--- config.mk ---
export PLATFORM = sky130hd
export DESIGN_NAME = fetch_pc_unit
export DESIGN_NICKNAME = d
export VERILOG_FILES = /design/src/rtl/fetch_pc_unit.sv
export SDC_FILE = /design/constraint.sdc
export NUM_CORES = 1
export LEC_CHECK = 0
export BUFFER_PORTS_ARGS = -buffer_cell sky130_fd_sc_hd__buf_2
export CAP_MARGIN = 20
export CORE_ASPECT_RATIO = 0.75
export CORE_MARGIN = 3
export CORE_UTILIZATION = 30
export CTS_CLUSTER_SIZE = 10
export DETAILED_ROUTE_END_ITERATION = 10
export PLACE_DENSITY_LB_ADDON = 0.1
export SLEW_MARGIN = 15
export SYNTH_ARGS = -nofsm -noshare
export SYNTH_HDL_FRONTEND = slang
export SYNTH_SLANG_ARGS = --single-unit
--- constraint.sdc ---
create_clock -name clk -period 3.4 [get_ports clk]
set_input_delay 0.17 -clock clk [delete_from_list [all_inputs] [get_ports clk]]
set_output_delay 0.17 -clock clk [all_outputs]
set_load 0.05 [all_outputs]
--- src/rtl/fetch_pc_unit.sv ---
// Instruction-fetch front end: owns the PC, issues instruction-memory
// requests over req/ack and hands {pc, inst} to decode through a
// 2-entry buffer (output entry + skid entry). Redirects flush the buffer
// and may arrive while a memory request is still in flight.
module fetch_pc_unit #(
  parameter int unsigned          DATA_WIDTH = 32,
  parameter logic [DATA_WIDTH-1:0] RESET_PC  = DATA_WIDTH'(32'h0000_3000)
) (
  input  logic                  clk,
  input  logic                  rstn,
  output logic [DATA_WIDTH-1:0] pc_cur,
  input  logic [DATA_WIDTH-1:0] pc_plus4,
  input  logic                  redirect_valid,
  input  logic [DATA_WIDTH-1:0] redirect_pc,
  output logic                  imem_req,
  output logic [DATA_WIDTH-1:0] imem_addr,
  input  logic                  imem_ack,
  input  logic [DATA_WIDTH-1:0] imem_rdata,
  output logic                  if_valid,
  output logic [DATA_WIDTH-1:0] if_pc,
  output logic [DATA_WIDTH-1:0] if_inst,
  input  logic                  id_ready,
  output logic                  misalign
);

  typedef enum logic [2:0] {
    S_BOOT  = 3'd0,
    S_FETCH = 3'd1,
    S_STALL = 3'd2,
    S_DRAIN = 3'd3,
    S_HALT  = 3'd4
  } state_e;

  state_e                  state_q, state_d;
  logic [DATA_WIDTH-1:0]   pc_q, pc_d;
  logic [DATA_WIDTH-1:0]   addr_q, addr_d;
  logic                    req_q, req_d;
  logic                    out_vld_q, out_vld_d;
  logic [DATA_WIDTH-1:0]   out_pc_q, out_pc_d;
  logic [DATA_WIDTH-1:0]   out_inst_q, out_inst_d;
  logic                    skid_vld_q, skid_vld_d;
  logic [DATA_WIDTH-1:0]   skid_pc_q, skid_pc_d;
  logic [DATA_WIDTH-1:0]   skid_inst_q, skid_inst_d;
  logic                    misalign_q, misalign_d;
  logic                    halt_pend_q, halt_pend_d;

  logic                    fire_c;
  logic                    space_c;
  logic                    redir_bad_c;
  logic                    outstanding_c;

  // Handshake and redirect qualifiers shared by the next-state logic
  always_comb begin
    fire_c        = out_vld_q & id_ready;
    space_c       = ~out_vld_q | id_ready;
    redir_bad_c   = redirect_valid & (redirect_pc[1:0] != 2'b00);
    outstanding_c = ((state_q == S_FETCH) || (state_q == S_DRAIN)) & ~imem_ack;
  end

  // Next-state, PC, request address and buffer updates
  always_comb begin
    state_d     = state_q;
    pc_d        = pc_q;
    addr_d      = addr_q;
    out_vld_d   = out_vld_q;
    out_pc_d    = out_pc_q;
    out_inst_d  = out_inst_q;
    skid_vld_d  = skid_vld_q;
    skid_pc_d   = skid_pc_q;
    skid_inst_d = skid_inst_q;
    misalign_d  = misalign_q;
    halt_pend_d = halt_pend_q;

    // A transfer to decode retires the output entry unless refilled below
    if (fire_c) begin
      out_vld_d = 1'b0;
    end

    if (redirect_valid && (state_q != S_HALT)) begin
      // Flush wins over any same-cycle transfer or ack
      out_vld_d  = 1'b0;
      skid_vld_d = 1'b0;
      if (redir_bad_c) begin
        misalign_d = 1'b1;
        if (outstanding_c) begin
          state_d     = S_DRAIN;
          halt_pend_d = 1'b1;
        end else begin
          state_d = S_HALT;
        end
      end else begin
        pc_d = redirect_pc;
        if (outstanding_c) begin
          state_d = S_DRAIN;
        end else if (halt_pend_q) begin
          state_d = S_HALT;
        end else begin
          state_d = S_FETCH;
          addr_d  = redirect_pc;
        end
      end
    end else begin
      unique case (state_q)
        S_BOOT: begin
          state_d = S_FETCH;
          addr_d  = pc_q;
        end
        S_FETCH: begin
          if (imem_ack) begin
            pc_d   = pc_plus4;
            addr_d = pc_plus4;
            if (space_c) begin
              out_vld_d  = 1'b1;
              out_pc_d   = pc_q;
              out_inst_d = imem_rdata;
            end else begin
              skid_vld_d  = 1'b1;
              skid_pc_d   = pc_q;
              skid_inst_d = imem_rdata;
              state_d     = S_STALL;
            end
          end
        end
        S_STALL: begin
          if (id_ready) begin
            out_vld_d  = 1'b1;
            out_pc_d   = skid_pc_q;
            out_inst_d = skid_inst_q;
            skid_vld_d = 1'b0;
            state_d    = S_FETCH;
          end
        end
        S_DRAIN: begin
          if (imem_ack) begin
            addr_d  = pc_q;
            state_d = halt_pend_q ? S_HALT : S_FETCH;
          end
        end
        S_HALT: begin
          out_vld_d  = 1'b0;
          skid_vld_d = 1'b0;
        end
        default: begin
          state_d = S_HALT;
        end
      endcase
    end

    req_d = (state_d == S_FETCH) || (state_d == S_DRAIN);
  end

  // State and datapath registers
  always_ff @(posedge clk or negedge rstn) begin
    if (!rstn) begin
      state_q     <= S_BOOT;
      pc_q        <= RESET_PC;
      addr_q      <= RESET_PC;
      req_q       <= 1'b0;
      out_vld_q   <= 1'b0;
      out_pc_q    <= '0;
      out_inst_q  <= '0;
      skid_vld_q  <= 1'b0;
      skid_pc_q   <= '0;
      skid_inst_q <= '0;
      misalign_q  <= 1'b0;
      halt_pend_q <= 1'b0;
    end else begin
      state_q     <= state_d;
      pc_q        <= pc_d;
      addr_q      <= addr_d;
      req_q       <= req_d;
      out_vld_q   <= out_vld_d;
      out_pc_q    <= out_pc_d;
      out_inst_q  <= out_inst_d;
      skid_vld_q  <= skid_vld_d;
      skid_pc_q   <= skid_pc_d;
      skid_inst_q <= skid_inst_d;
      misalign_q  <= misalign_d;
      halt_pend_q <= halt_pend_d;
    end
  end

  assign pc_cur    = pc_q;
  assign imem_req  = req_q;
  assign imem_addr = addr_q;
  assign if_valid  = out_vld_q;
  assign if_pc     = out_pc_q;
  assign if_inst   = out_inst_q;
  assign misalign  = misalign_q;

endmodule

==> flow_summary.toml, run 1 <==
[outcome]
status = "finished clean"

[critical_path]
critPathLaunch = "state_q[1]"
required_ns = 3.77
startpoint_type = "register"
cp_max_fo = 17
cp.arrival_ns = 2.89
reg2reg_from = "state_q[1]"
end_kind = "register"
path_class = "reg -> reg"

[floorplan]
dieArea_sq_um = 34000
start_util = 0.311
core_region_area_sq_um = 30700
chipHeight_microns = 160
die_w_microns = 212
rows = 55
ios = 232

[synth]
synth_cell_types = 47
ys_seq_elements = 199
syn_nets = 843
syn-mean-instance-area_sq_um = 12.8
yosysSeqAreaShare = 0.523
syn_area_sq_um = 9530
ys.flop_type = "dfrtp_1"
syn-instance-count = 742
async_flop_share = 1.00
ys_warn_count = 0
synth_edf_count = 0

[hold_path]
min_from = "redirect_pc[29]"
hold_class = "in -> reg"

[grt]
grt_max_degree = 69
grtUsageTotal = 0.171
grt_overflow_total = 0
grt_pass1_wl_microns = 44800
grt_pass1_vias = 7272
antenna_found_initial = 2

[timing]
worst_pin_slew_ns = 0.745
fmax_mhz = 397
setup_violations = 0
clock-skew-final_ns = 0.0132
fin_crit_ns = 2.52
rsz0062_at_grt = "no"
tns_ns = 0
finalHoldViolations = 0
slew_headroom = 0.503
finalCritPeriodShare = 0.741
drv_slew = 0

[cts]
ctsRootBufferMaster = "clkbuf_16"
numCtsBuffers = 17
cts_tree = "yes"
clock_sinks = 199
clk_latency_ns = 0.45
h-tree-depth = 4
clock_path_buffers = 2
clkTransAtPathRegs_ns = 0.07

[drt]
drcViolationCount = 0
vias = 7022
routedWlPerCell_microns = 20.2
drtIter0Drc = 507
wl_microns = 28700
postRouteAntennaNets = 0
viasPerCell = 4.95
drt-pass1-iter-count = 6

[cells_and_area]
drive_above_1_share = 0.495
syn2layout_area_growth_pct = 28.3
instances_no_fill = 1419
nNetsFinal = 1106
fin_util = 0.398
final_design_area_no_fill_sq_um = 12200

[placement]
dpl_cell_area_sq_um = 11100
globalplace.congestion = 0.739
port_buffers = 231
hpwl_microns = 19300
placedCellCount = 1336

[power]
finalPower_mw = 6.56
power_density_nw_per_um2 = 537
vdd_drop_max_mv = 0.304
leakagePower_nw = 6.14

[run]
maxCapViolations = 0
[placed cells by master, fill, tap and decap left out, types with 2 or more instances in the layout]
cell type,Yosys,layout
o22a_1,30,30
nor2_1,14,14
buf_12,0,5
o32ai_1,11,11
clkbuf_8,0,3
nand2b_1,21,21
mux2_1,18,18
dlygate4sd3_1,0,49
nand2b_4,2,2
dfstp_2,4,4
buf_4,1,17
inv_6,0,2
or3b_2,3,3
a21o_1,5,5
diode_2,0,2
buf_2,28,230
nor3b_1,2,2
clkinv_4,0,2
a222oi_1,32,32
o21ai_0,7,7
clkbuf_16,0,17
mux2_2,174,174
nand2_1,19,19
o22ai_1,21,21
bufinv_16,0,4
o31ai_1,2,2
clkbuf_1,14,3
inv_1,66,66
dfrtp_1,195,195
a21oi_1,4,4
o221a_2,30,30
[area by class of cell]
| type | count | area, sq um |
|---|---|---|
| Multi-Input combinational cell | 418 | 3970 |
| Tap cell | 399 | 499 |
| Clock buffer | 22 | 464 |
| Timing Repair Buffer | 302 | 1880 |
| Fill cell | 3010 | 18500 |
| Sequential cell | 199 | 4980 |
| Inverter | 67 | 251 |
| Antenna cell | 2 | 5.00 |
| Clock inverter | 10 | 168 |
[synthesized netlist by cell type, types with 4 or more instances]
master	n	area [sq um]
mux2_2	174	1960
a222oi_1	32	320
o32ai_1	11	96.3
a21oi_1	4	20.0
o22ai_1	21	131
mux2_1	18	203
nand2_1	19	71.3
clkbuf_1	14	52.6
o22a_1	30	263
inv_1	66	248
nand2b_1	21	131
a21o_1	5	37.5
dfrtp_1	195	4880
o221a_2	30	338
o21ai_0	7	35.0
nor2_1	14	52.6
buf_6	14	158
buf_2	28	140
dfstp_2	4	105
[stage by stage]
step | hold WS (ns) | worst slack, ns
2_1_floorplan | -0.126 | 1.32
3_3_place_gp | 0.230 | 0.970
3_5_place_dp | 0.225 | 0.924
4_1_cts | 0.000833 | 0.892
5_1_grt | 0.000369 | 0.768
6_report | 0.0316 | 0.882
[kinds of logic (layout without fill, tap and decap cells)]
family / after synthesis / in the layout / synth area share
buffers and inverters: 125 / 401 / 0.0643
AO/OA/AOI/OAI: 154 / 154 / 0.142
multiplexers: 192 / 192 / 0.227
flip-flops: 199 / 199 / 0.523
other: 0 / 2 / 0
AND/OR/NAND/NOR: 72 / 72 / 0.0440
[power breakdown]
group	internal, mW	switching [mW]
combinational	0.518	1.03
sequential	2.57	0.210
clock	1.28	0.953
[registers in the layout, indices dropped and copies added (netlist names)]
register and count:
halt_pend_q 1, if_inst 32, if_pc 32, if_valid 1
imem_addr 32, imem_req 1, misalign 1, pc_cur 32
skid_inst_q 32, skid_pc_q 32, state_q 3
[layer usage]
layer  global-route usage  routed length (microns)
met5                    0                        0
met4               0.0423                      349
met3               0.0420                     1600
met2                0.254                    12700
met1                0.252                    14100
[worst max-delay path, cell delays in order, from the launching register on]
cell,delay [ns]
dfrtp_1,0.75
nand2b_1,0.24
a21oi_1,0.33
or2_1,0.62
buf_4,0.35
o22a_1,0.16
[final timing paths]
kind | to | slack [ns] | depth (start not counted)
worst min-delay path | pc_cur[29] | 0.03 | 2
worst max-delay path | imem_addr[19] | 0.88 | 5
worst min register to register | misalign | 0.47 | 1
max in group asynchronous | imem_addr[12] | 2.25 | 3
worst max register to register | imem_addr[19] | 0.88 | 5
min in group asynchronous | if_inst[2] | 0.29 | 2
[repair_timing]
| item | CTS | global route |
|---|---|---|
| buffers inserted | 0 | 0 |
| hold buffers | 49 | 0 |
| endpoints found under the hold margin | 114 | 0 |
| resized for setup | 0 | 0 |
Power figures use the tool's default switching activity.
==> inputs of run 2 (changes only) <==
==> constraint.sdc (replaced) <==
create_clock -name clk -period 2.3 [get_ports clk]
set_input_delay 0.115 -clock clk [delete_from_list [all_inputs] [get_ports clk]]
set_output_delay 0.115 -clock clk [all_outputs]
set_load 0.05 [all_outputs]
==> flow_summary.toml, run 2 (synthesis results as in run 1) <==
[placement]
globalplace.congestion = 0.789
hpwl_microns = 20100
port_buffers = 231
pre_cts_ws_ns = -0.0446

[drt]
wl_microns = 29900
drtIter0Drc = 614
drcViolationCount = 0
vias = 7423
routedWlPerCell_microns = 20.4
viasPerCell = 5.06
drt-pass1-iter-count = 9
postRouteAntennaNets = 0

[cts]
h-tree-depth = 4
clock_sinks = 199
numCtsBuffers = 17
cts_tree = "yes"
ctsRootBufferMaster = "clkbuf_16"
clock_path_buffers = 2
clkTransAtPathRegs_ns = 0.08
clk_latency_ns = 0.44
cts_setup_buffers = 0

[critical_path]
startpoint_type = "register"
required_ns = 2.62
r2r-end = "if_pc[10]"
cp_max_fo = 18
ff2ff_setup_slack_ns = 0.20
end_kind = "register"
cp.arrival_ns = 2.41
critPathLaunch = "state_q[0]"
path_class = "reg -> reg"
reg2reg_from = "state_q[0]"
worst-r2r-cell-count = 7

[grt]
grtUsageTotal = 0.178
grt_overflow_total = 0
grt_pass1_wl_microns = 46800
grt_max_degree = 68
antenna_found_initial = 1
grt_pass1_vias = 7851

[cells_and_area]
syn2layout_area_growth_pct = 32.0
nNetsFinal = 1155
final_common_cell = "buf_2"
fin_util = 0.410
final_cell_mix = "buf_2 (230), dfrtp_1 (195), mux2_2 (174)"
drive_above_1_share = 0.503

[run]
maxCapViolations = 0

[floorplan]
core_region_area_sq_um = 30700
start_util = 0.311
dieArea_sq_um = 34000
die_w_microns = 212
ios = 232
rows = 55
chipHeight_microns = 160

[hold_path]
min_from = "pc_plus4[13]"
hold_class = "in -> reg"
holdPathEnd = "pc_cur[13]"
holdPathStages = 3

[timing]
drv_slew = 0
worst_slack_ns = 0.204
setup_violations = 0
clock-skew-final_ns = 0.00884
rsz0062_at_grt = "no"
finalHoldViolations = 0
fin_crit_ns = 2.10
slew_headroom = 0.379
fmax_mhz = 477
worst_pin_slew_ns = 0.930
finalCritPeriodShare = 0.911

[power]
leakagePower_nw = 6.31
power_density_nw_per_um2 = 742
vdd_drop_max_mv = 0.456

[outcome]
status = "finished clean"
## run 2: how the worst max path moves through the flow
stage,endpoint,slack [ns],cells past startpoint
after global routing,if_pc[10],0.09,7
after detailed placement,imem_addr[31],-0.04,5
after floorplan,if_inst[25],0.22,5
final,if_pc[10],0.20,7
after CTS,imem_addr[2],0.13,7
after global placement,imem_addr[31],-0.01,4
## run 2: cell type report
cell class	count	area, sq um
Antenna cell	1	2.50
Clock buffer	18	429
Clock inverter	14	128
Fill cell	2999	18100
Inverter	67	251
Multi-Input combinational cell	419	3990
Sequential cell	199	4980
Tap cell	399	499
Timing Repair Buffer	350	2300
## run 2: per-stage QoR
stage | setup TNS (ns) | cells | area (sq um) | hold slack [ns] | total power [mW]
final | 0 | 1467 | 12600 | 0.0302 | 9.34
after global placement | -0.0535 | 1365 | 11300 | 0.190 | 6.40
after global routing | 0 | 1467 | 12600 | 0.0134 | 9.78
after CTS | 0 | 1466 | 12600 | 0.00189 | 9.49
after detailed placement | -0.343 | 1365 | 11300 | 0.194 | 6.40
after floorplan | 0 | 742 | 9530 | -0.181 | 5.67
## run 2: timing repair
item | CTS | global route
cloned | 1 | 0
resized for setup | 0 | 1
pin swaps | 1 | 0
endpoints found under the hold margin | 124 | 0
setup endpoints to repair | 11 | 2
hold buffers | 68 | 0
## run 2: layer usage
| layer | track usage | up-vias | routed length, microns |
|---|---|---|---|
| li1 | - | 3387 | - |
| met1 | 0.248 | 3727 | 14000 |
| met2 | 0.281 | 276 | 13500 |
| met3 | 0.0383 | 33 | 1860 |
| met4 | 0.0462 | 0 | 461 |
| met5 | 0 | - | 0 |
## run 2: worst max-delay path: stages, from the launching register on
cell and delay, ns:
dfrtp_1 0.42, buf_4 0.15, nand2b_1 0.15, buf_4 0.15, nor2_4 0.11, buf_4 0.34, mux2_2 0.37, mux2_1 0.29
## run 2: power breakdown
group,internal [mW],switching [mW],total (mW)
Clock,1.50,1.43,2.93
Combinational,0.798,1.52,2.32
Sequential,3.79,0.292,4.08
